$ cat src/rtl/i2s_tx.sv
// ---------------------------------------------------------------------------
// i2s_tx -- I2S bus-master transmitter (Philips format)
//
// Takes stereo sample pairs over a valid/ready handshake into a one-deep
// holding register. It serializes each pair MSB-first, one channel per slot
// of SLOT bit clocks. The bit clock (sck), word select (ws) and serial data
// (sd) are all generated from the single system clock.
//
// Parameters
//   WIDTH  sample bits per channel (1..SLOT)
//   SLOT   sck periods per channel slot (WIDTH..64); frame = 2*SLOT periods
//   DIV    system clocks per sck half-period (>= 1)
//
// Ports
//   clock     in   system clock, all logic on the rising edge
//   reset     in   asynchronous reset, active low
//   enable    in   serializer run; low freezes divider, sck, ws, sd, bit index
//   tx_left   in   left sample, two's complement
//   tx_right  in   right sample, two's complement
//   tx_valid  in   sample pair valid
//   tx_ready  out  holding register empty
//   sck       out  I2S bit clock, 2*DIV system clocks per period
//   ws        out  word select, 0 = left, 1 = right
//   sd        out  serial data, changes only on sck falling
//   underrun  out  one-clock pulse when a frame starts with nothing held
// ---------------------------------------------------------------------------
module i2s_tx #(
  parameter int WIDTH = 24,
  parameter int SLOT  = 24,
  parameter int DIV   = 1
) (
  input  logic             clock,
  input  logic             reset,
  input  logic             enable,
  input  logic [WIDTH-1:0] tx_left,
  input  logic [WIDTH-1:0] tx_right,
  input  logic             tx_valid,
  output logic             tx_ready,
  output logic             sck,
  output logic             ws,
  output logic             sd,
  output logic             underrun
);

  localparam int DW = (DIV > 1) ? $clog2(DIV) : 1;
  localparam int BW = $clog2(2 * SLOT + 1);

  localparam logic [DW-1:0] DIV_LAST = DW'(DIV - 1);
  localparam logic [BW-1:0] IDX_LAST = BW'(2 * SLOT - 1);
  localparam logic [BW-1:0] WS_FIRST = BW'(SLOT - 1);
  localparam logic [BW-1:0] WS_LAST  = BW'(2 * SLOT - 2);
  localparam logic [BW-1:0] L_END    = BW'(WIDTH);
  localparam logic [BW-1:0] R_FIRST  = BW'(SLOT);
  localparam logic [BW-1:0] R_END    = BW'(SLOT + WIDTH);

  logic [DW-1:0]    div_cnt;
  logic [BW-1:0]    bit_idx;
  logic [BW-1:0]    next_idx;
  logic             full;
  logic [WIDTH-1:0] hold_left;
  logic [WIDTH-1:0] hold_right;
  logic [WIDTH-1:0] left_sh;
  logic [WIDTH-1:0] right_sh;
  logic [WIDTH-1:0] left_shifted;
  logic [WIDTH-1:0] right_shifted;
  logic [WIDTH-1:0] load_left;
  logic [WIDTH-1:0] load_right;
  logic             tick;
  logic             advance;
  logic             frame_start;
  logic             accept;

  assign tx_ready = !full;

  // Event decode. A tick is the enabled clock on which sck toggles; when sck
  // is currently high that toggle is a falling edge, which is the moment the
  // serializer moves on to the next bit period. The frame boundary is the
  // advance that wraps the bit index back to 0. An empty holding register at
  // the boundary sends a frame of zeros rather than stale data.
  always_comb begin
    tick          = enable && (div_cnt == DIV_LAST);
    advance       = tick && sck;
    frame_start   = advance && (bit_idx == IDX_LAST);
    next_idx      = (bit_idx == IDX_LAST) ? '0 : bit_idx + BW'(1);
    accept        = tx_valid && !full;
    left_shifted  = left_sh << 1;
    right_shifted = right_sh << 1;
    load_left     = full ? hold_left  : '0;
    load_right    = full ? hold_right : '0;
  end

  // Bit-clock divider. The counter and sck only move while enabled, so a
  // pause stretches the current sck phase without producing a runt pulse.
  always_ff @(posedge clock or negedge reset) begin
    if (!reset) begin
      div_cnt <= '0;
      sck     <= 1'b0;
    end else if (enable) begin
      if (div_cnt == DIV_LAST) begin
        div_cnt <= '0;
        sck     <= ~sck;
      end else begin
        div_cnt <= div_cnt + DW'(1);
      end
    end
  end

  // Holding register. The frame load empties it, and a handshake fills it.
  // Both can occur on the same clock only when the register was already
  // empty at the boundary. In that case the new pair waits for the next
  // frame instead of bypassing into the current one.
  always_ff @(posedge clock or negedge reset) begin
    if (!reset) begin
      full       <= 1'b0;
      hold_left  <= '0;
      hold_right <= '0;
    end else begin
      if (frame_start) begin
        full <= 1'b0;
      end
      if (accept) begin
        full       <= 1'b1;
        hold_left  <= tx_left;
        hold_right <= tx_right;
      end
    end
  end

  // Serializer. ws and sd are registered on the sck falling edge for the
  // period being entered (next_idx), so they stay stable across the
  // following rising edge where the receiver samples them. ws goes high one
  // period before the right MSB and drops one period before the left MSB.
  // The left register shifts through the left slot. The right register is
  // held until its slot begins and then shifts through it. Bit index resets
  // to the last period so the first advance after reset is a frame load.
  always_ff @(posedge clock or negedge reset) begin
    if (!reset) begin
      bit_idx  <= IDX_LAST;
      ws       <= 1'b0;
      sd       <= 1'b0;
      left_sh  <= '0;
      right_sh <= '0;
      underrun <= 1'b0;
    end else begin
      underrun <= frame_start && !full;
      if (advance) begin
        bit_idx <= next_idx;
        ws      <= (next_idx >= WS_FIRST) && (next_idx <= WS_LAST);
        if (frame_start) begin
          left_sh  <= load_left;
          right_sh <= load_right;
          sd       <= load_left[WIDTH-1];
        end else if (next_idx < L_END) begin
          left_sh <= left_shifted;
          sd      <= left_shifted[WIDTH-1];
        end else if (next_idx == R_FIRST) begin
          sd <= right_sh[WIDTH-1];
        end else if ((next_idx > R_FIRST) && (next_idx < R_END)) begin
          right_sh <= right_shifted;
          sd       <= right_shifted[WIDTH-1];
        end else begin
          sd <= 1'b0;
        end
      end
    end
  end

endmodule

$ cat config.mk
export PLATFORM = sky130hd
export DESIGN_NAME = i2s_tx
export DESIGN_NICKNAME = d
export VERILOG_FILES = /design/src/rtl/i2s_tx.sv
export SDC_FILE = /design/constraint.sdc
export NUM_CORES = 1
export LEC_CHECK = 0
export CAP_MARGIN = 30
export CELL_PAD_IN_SITES_DETAIL_PLACEMENT = 1
export CELL_PAD_IN_SITES_GLOBAL_PLACEMENT = 1
export CORE_MARGIN = 2
export CORE_UTILIZATION = 45
export DETAILED_ROUTE_END_ITERATION = 10
export GPL_ROUTABILITY_DRIVEN = 0
export GPL_TIMING_DRIVEN = 0
export PLACE_DENSITY_LB_ADDON = 0.1
export SYNTH_ARGS = -nofsm -noshare
export SYNTH_HDL_FRONTEND = slang
export SYNTH_SLANG_ARGS = --single-unit
$ cat constraint.sdc
create_clock -name clock -period 2.8 [get_ports clock]
set_input_delay 0.84 -clock clock [delete_from_list [all_inputs] [get_ports clock]]
set_output_delay 0.84 -clock clock [all_outputs]
set_load 0.02 [all_outputs]
=== Yosys cells after proc, flatten, opt, wreduce, memory -nomap -nowiden ===
Index checks and enable logic that the tools add are counted.

* Flip-flop bits (word level): 107
* Bits in latches: 0
* Memory bits (writable): 0
* Bits in read-only memories: 0
* Input bits: 52
* Output and inout bits: 5
* Word-level logic and storage cells: 54
* Memories kept: 0

* $add $sub $neg: 2
* $mul: 0
* Divide/modulo/power cells: 0
* $lt $le $gt $ge: 5
* Equality and inequality tests: 4
* Shifts and indexed selects: 0
* Multiplexer cells: 16
* Bitwise operators: 2
* Reductions and logical operators: 14

{| class="wikitable"
|+ Operator list
! kind !! number
|-
| $mux W24 || 6
|-
| $mux W23 || 2
|-
| $logic_and A1 B1 Y1 || 7
|-
| $mux W1 || 7
|-
| $add A6 B1 Y6 const B || 1
|-
| $eq A6 B5 Y1 const B || 1
|-
| $eq A6 B6 Y1 const B || 1
|-
| $ge A6 B5 Y1 const B || 1
|-
| $gt A6 B5 Y1 const B || 1
|-
| $le A6 B6 Y1 const B || 1
|-
| $lt A6 B5 Y1 const B || 1
|-
| $lt A6 B6 Y1 const B || 1
|-
| $mux W6 || 1
|-
| $reduce_bool A2 Y1 || 3
|-
| $ne A2 B2 Y1 const B || 2
|-
| $reduce_and A2 Y1 || 2
|-
| $reduce_and A4 Y1 || 1
|-
| $not A1 Y1 || 2
|-
| $add A1 B1 Y1 const B || 1
|-
| $logic_not A1 Y1 || 1
|}

=== Depth between registers and ports, before layout ===
* Depth after elaboration: 8
* Mapped depth: 8
* Mapped depth without buffers: 7

=== Least setup slack after synthesis ===
No wires, ideal clock.

* Kind: register to register
* Start point: register bit_idx[0]
* End point: register right_sh[10]
* Arrival time: 2.070 ns
* Path slack: 0.605 ns
* Cell stages (with the launch flop): 9
* Period minus slack after synthesis: 2.195 ns
* Path through: dfstp_2 -> ha_1 -> buf_4 -> xnor2_1 -> nand3_1 -> nor2b_1 -> o211ai_4 -> buf_12 -> mux2_4

* Word-level cells in the longest chain between the ends: 6
* Elaborated cells on any way between the ends: 14

{| class="wikitable"
|+ Ends and longest elaborated chain
! what !! line !! source
|-
| from (decl) || 57 || <nowiki>logic [BW-1:0] bit_idx;</nowiki>
|-
| from (signal assigned) || 147 || <nowiki>bit_idx <= next_idx;</nowiki>
|-
| $add A6 B1 Y6 or $eq A6 B6 Y1 (tied branches) || 84, 83 ||
|-
| $mux W6 || 84 || <nowiki>next_idx = (bit_idx == IDX_LAST) ? '0 : bit_idx + BW'(1);</nowiki>
|-
| $gt A6 B5 Y1 or $lt A6 B6 Y1 (tied branches) || 158 || <nowiki>end else if ((next_idx > R_FIRST) && (next_idx < R_END)) begin</nowiki>
|-
| $logic_and A1 B1 Y1 || 158 ||
|-
| $reduce_bool A2 Y1 (no line) || -- ||
|-
| $reduce_and A4 Y1 (no line) || -- ||
|-
| to (signal assigned) || 151 || <nowiki>right_sh <= load_right;</nowiki>
|-
| to (signal assigned) || 159 || <nowiki>right_sh <= right_shifted;</nowiki>
|-
| to (decl) || 63 || <nowiki>logic [WIDTH-1:0] right_sh;</nowiki>
|}

Parallel ways exist; a longest one is shown, timed or not.
A chain may end at the register's enable or synchronous reset.

=== Worst setup path in the final report ===
* Start point: input port enable
* End point: register right_sh[17]

* Word-level cells in the longest chain between the ends: 5
* Elaborated cells on any way between the ends: 8

{| class="wikitable"
|+ Ends and longest elaborated chain
! what !! line !! source
|-
| from (decl) || 34 || <nowiki>input logic enable,</nowiki>
|-
| $logic_and A1 B1 Y1 * || 81 || <nowiki>tick = enable && (div_cnt == DIV_LAST);</nowiki>
|-
| $logic_and A1 B1 Y1 * || 82 || <nowiki>advance = tick && sck;</nowiki>
|-
| $logic_and A1 B1 Y1 || 83 || <nowiki>frame_start = advance && (bit_idx == IDX_LAST);</nowiki>
|-
| $ne A2 B2 Y1 (no line) or $reduce_bool A2 Y1 (tied branches) || -- ||
|-
| $reduce_and A4 Y1 (no line) || -- ||
|}

Every way passes the cells marked *; elsewhere a longest branch is shown, timed or not.

==> run_summary.xml <==
<?xml version="1.0" encoding="UTF-8"?>
<metrics>
  <group name="status">
    <metric name="outcome" unit="">complete, no violations</metric>
  </group>
  <group name="pwr">
    <metric name="internal_power" unit="mW">3.14</metric>
    <metric name="max-vdd-ir-drop" unit="uV">601</metric>
    <metric name="power.share.combinational" unit="%">28.3</metric>
    <metric name="fin_total_pwr" unit="mW">4.65</metric>
    <metric name="netSwitchingFraction" unit="%">32.5</metric>
    <metric name="static-leakage-power" unit="nW">2.75</metric>
    <metric name="pwr-share-clk" unit="%">26.3</metric>
    <metric name="power_per_cell_area" unit="mW/mm^2">756</metric>
    <metric name="sequentialPowerShare" unit="%">45.4</metric>
    <metric name="netSwitchingPower" unit="mW">1.51</metric>
  </group>
  <group name="critical_path">
    <metric name="slowest_cell_delay_on_critical_path" unit="ps">500</metric>
    <metric name="cp_data_required_time" unit="ps">3030</metric>
    <metric name="cp_slowest_cell" unit="">sky130_fd_sc_hd__clkdlybuf4s50_1</metric>
    <metric name="path_buf_inv" unit="">4</metric>
    <metric name="worst_ep_arrival_time" unit="ps">2870</metric>
    <metric name="timing.critical_path.cells" unit="">clkdlybuf4s50_1 -&gt; and2_1 -&gt; buf_2 -&gt; nand3_1 -&gt; buf_2 -&gt; buf_2 -&gt; nand2_1 -&gt; o21ai_0 -&gt; mux2_4</metric>
    <metric name="largest_delay_contributor_family_on_the_critical_path" unit="">buffers and inverters</metric>
    <metric name="criticalPathCategory" unit="">in2reg</metric>
    <metric name="crit_fanout" unit="">10</metric>
    <metric name="critPathLaunchType" unit="">input port</metric>
    <metric name="worst_path_most_repeated_cell" unit="">sky130_fd_sc_hd__buf_2</metric>
    <metric name="critical_path.endpoint_type" unit="">flip-flop</metric>
    <metric name="worst_r2r_path_depth" unit="">8</metric>
    <metric name="worstSetupPathDepth" unit="">9</metric>
  </group>
  <group name="placement">
    <metric name="number_of_buffers_inserted_by_port_buffering" unit="">56</metric>
    <metric name="post_placement_worst_setup_slack" unit="ps">-148</metric>
    <metric name="hpwlAfterDp" unit="um">8210</metric>
  </group>
  <group name="yosys">
    <metric name="yosys.area.top_type_share" unit="%">49.6</metric>
    <metric name="ys.warnings.count" unit="">0</metric>
    <metric name="yosysUniqueCellTypes" unit="">48</metric>
    <metric name="syn-cell-area" unit="sq mm">0.00510</metric>
    <metric name="synth_cells" unit="">464</metric>
    <metric name="async_reset_ff_share" unit="%">100</metric>
    <metric name="count_of_flip_flops_with_a_built_in_enable_after_synthesis" unit="">0</metric>
    <metric name="netlist_top_cells_count" unit="">sky130_fd_sc_hd__dfrtp_1 (101), sky130_fd_sc_hd__nand2_1 (79), sky130_fd_sc_hd__o21ai_0 (55)</metric>
    <metric name="mappedNetlistNets" unit="">519</metric>
    <metric name="post_synth_main_area_contributors" unit="">sky130_fd_sc_hd__dfrtp_1 (50%), sky130_fd_sc_hd__mux2_2 (11%), sky130_fd_sc_hd__nand2_1 (5.8%), sky130_fd_sc_hd__mux2_4 (5.6%), sky130_fd_sc_hd__o21ai_0 (5.4%)</metric>
    <metric name="netlist.top_cell.by_area" unit="">sky130_fd_sc_hd__dfrtp_1</metric>
    <metric name="ys_seq_elements" unit="">106</metric>
    <metric name="leading_cell_type_by_number_of_instances_after_synthesis" unit="">sky130_fd_sc_hd__dfrtp_1</metric>
    <metric name="synth_top_flop_cell" unit="">sky130_fd_sc_hd__dfrtp_1</metric>
    <metric name="seq_area_frac_synth" unit="%">52.1</metric>
    <metric name="syn_area_per_cell" unit="sq um">11.0</metric>
  </group>
  <group name="global_routing">
    <metric name="global_route_wire_length_before_repair" unit="um">19800</metric>
    <metric name="grt_util_all_layers" unit="%">19.9</metric>
    <metric name="grt_max_degree" unit="">64</metric>
    <metric name="grt_overflow_total" unit="">0</metric>
    <metric name="grt_pass1_vias" unit="">3980</metric>
    <metric name="grt_antenna_before_repair" unit="">0</metric>
  </group>
  <group name="route">
    <metric name="vias_per_cell" unit="">5.37</metric>
    <metric name="ant_nets" unit="">0</metric>
    <metric name="totalWireLength" unit="um">11700</metric>
    <metric name="vias" unit="">3627</metric>
    <metric name="avgRoutedWirePerCell" unit="um">17.3</metric>
    <metric name="detailedRoute.firstPassIterationCount" unit="">4</metric>
    <metric name="first_iter_violations" unit="">128</metric>
    <metric name="detail_route.drc_violations" unit="">0</metric>
  </group>
  <group name="job">
    <metric name="maxCapViolCount" unit="">0</metric>
  </group>
  <group name="floorplan">
    <metric name="die-area" unit="sq mm">0.0122</metric>
    <metric name="num_ports" unit="">57</metric>
    <metric name="row_count" unit="">38</metric>
    <metric name="placeableCoreArea" unit="sq mm">0.0109</metric>
    <metric name="die_height" unit="um">110</metric>
    <metric name="die_width" unit="um">110</metric>
    <metric name="initial_cell_density_of_the_core" unit="%">46.6</metric>
  </group>
  <group name="sta">
    <metric name="achievable-frequency" unit="MHz">378</metric>
    <metric name="report.final.slew_viol_count" unit="">0</metric>
    <metric name="timing_hold_violations_final" unit="">0</metric>
    <metric name="fin_worst_skew" unit="ps">6.62</metric>
    <metric name="unrepaired_setup_endpoints_after_global_routing" unit="">no</metric>
    <metric name="finalSetupViolCount" unit="">0</metric>
    <metric name="fin_setup_tns" unit="ps">0</metric>
    <metric name="timing.max_slew.rel_slack" unit="%">58.0</metric>
    <metric name="worst-slew-pin-transition" unit="ps">630</metric>
    <metric name="finalCriticalPeriod" unit="ps">2640</metric>
    <metric name="final_min_period_over_clock_period" unit="%">94.4</metric>
    <metric name="hold_ws" unit="ps">484</metric>
    <metric name="setup_ws" unit="ps">157</metric>
  </group>
  <group name="layout">
    <metric name="finalNetCount" unit="">586</metric>
    <metric name="area_of_the_multi_input_gates" unit="sq mm">0.00222</metric>
    <metric name="seq_area" unit="sq mm">0.00266</metric>
    <metric name="drive_gt1_share" unit="%">22.6</metric>
    <metric name="nFillCells" unit="">1182</metric>
    <metric name="finish.utilization" unit="%">56.2</metric>
    <metric name="area_growth_from_synthesis_to_layout" unit="%">20.5</metric>
    <metric name="n_antenna_cell" unit="">0</metric>
  </group>
  <group name="cts">
    <metric name="clock_latency" unit="ps">350</metric>
    <metric name="ctsRootBufferMaster" unit="">sky130_fd_sc_hd__clkbuf_16</metric>
    <metric name="cts.repair_timing.setup_buffer_count" unit="">0</metric>
    <metric name="cts_sinks" unit="">106</metric>
    <metric name="register_clock_pin_slew_on_the_reported_worst_setup_and_hold_paths" unit="ps">70</metric>
    <metric name="ctsLongestPathBuffers" unit="">2</metric>
    <metric name="tritoncts" unit="">done</metric>
    <metric name="numCtsBuffers" unit="">9</metric>
    <metric name="cts_htree_levels" unit="">3</metric>
  </group>
  <group name="min_path">
    <metric name="worstHoldPathCells" unit="">2</metric>
    <metric name="worst_hold_path_type" unit="">reg2reg</metric>
  </group>
</metrics>
cells by family (layout without fill, tap and decap cells):
logic type                 after synthesis  in the layout  share of synthesized area [%]
buffers and inverters                   40            112                           4.24
and+or+nand+nor                        135            135                           12.7
muxes                                   73             73                           17.7
xor gates and xnor gates                 4              4                          0.687
DFF                                    106            106                           52.1
adders and majority gates                3              3                          0.736
AOI/OAI and AO/OA                      103            103                           11.8
per-layer routing:
metal,GRT usage [%],up-vias,routed length [um]
met1,25.8,1818,5450
met4,4.50,0,147
li1,-,1746,-
met5,0,-,0
met2,34.8,53,5830
met3,3.73,10,283
layout make-up:
cell class / instances / share of cell area [%]
clock buffer: 9 / 3.67
multi-input combinational: 318 / 36.2
sequential: 106 / 43.3
inverter: 5 / 0.305
clock inverter: 7 / 0.998
buffer: 34 / 3.18
tap: 140 / 2.85
timing repair buffer: 57 / 9.53
timing repair:
action                                  in CTS  in global routing
endpoints found under the setup margin       1                  1
gates resized for setup                      1                  0
hold buffers                                 0                  0
worst reg2reg max path, cell delays in order, from the launching register on:
cell                       delay, ps
sky130_fd_sc_hd__dfstp_2         620
sky130_fd_sc_hd__ha_1            240
sky130_fd_sc_hd__buf_4           210
sky130_fd_sc_hd__xnor2_1         130
sky130_fd_sc_hd__nand3_1         140
sky130_fd_sc_hd__nor2b_1         190
sky130_fd_sc_hd__o211ai_4        320
sky130_fd_sc_hd__buf_12          200
sky130_fd_sc_hd__mux2_4          310
flip-flops by register name (all words and copies together), names as in the netlist:
| name | flops |
|---|---|
| hold_left | 24 |
| hold_right | 24 |
| right_sh | 24 |
| left_sh | 23 |
| bit_idx | 6 |
| full | 1 |
| sck | 1 |
| sd | 1 |
| underrun | 1 |
| ws | 1 |
through the flow:
step	instance area [sq um]	cells
final	6140	676
after global routing	6140	676
after CTS	6150	677
after detailed placement	5860	661
after floorplan	5100	464
after global placement	5840	660
power groups by stage:
stage          Clock, mW  Sequential [mW]  Combinational [mW]
6_report            1.22             2.11                1.32
5_1_grt             1.32             2.16                1.45
4_1_cts             1.25             2.11                1.34
3_5_place_dp           0             2.14                1.33
3_3_place_gp           0             2.12                1.27
2_1_floorplan          0             2.08               0.928
worst paths after layout:
kind                              from       endpoint  slack (ps)
setup / recovery                enable   right_sh[17]         160
hold / removal             left_sh[10]    left_sh[10]         480
setup reg to reg            bit_idx[0]   right_sh[19]         330
hold reg to reg            left_sh[10]    left_sh[10]         480
max in group asynchronous        reset     bit_idx[5]        1560
min in group asynchronous        reset  hold_right[2]         510
layout by cell type, fill, tap and decap left out, types with 5 or more instances in the layout:
cell,n
sky130_fd_sc_hd__a21oi_1,29
sky130_fd_sc_hd__nor2_1,8
sky130_fd_sc_hd__inv_1,5
sky130_fd_sc_hd__and3_1,22
sky130_fd_sc_hd__mux2_2,52
sky130_fd_sc_hd__mux2_4,19
sky130_fd_sc_hd__clkbuf_16,9
sky130_fd_sc_hd__clkdlybuf4s50_1,55
sky130_fd_sc_hd__dfstp_2,5
sky130_fd_sc_hd__nand3_1,6
sky130_fd_sc_hd__buf_2,9
sky130_fd_sc_hd__nor2b_1,5
sky130_fd_sc_hd__o21ai_0,55
sky130_fd_sc_hd__clkbuf_1,18
sky130_fd_sc_hd__nand2_1,79
sky130_fd_sc_hd__dfrtp_1,101
Power figures use the tool's default switching activity.
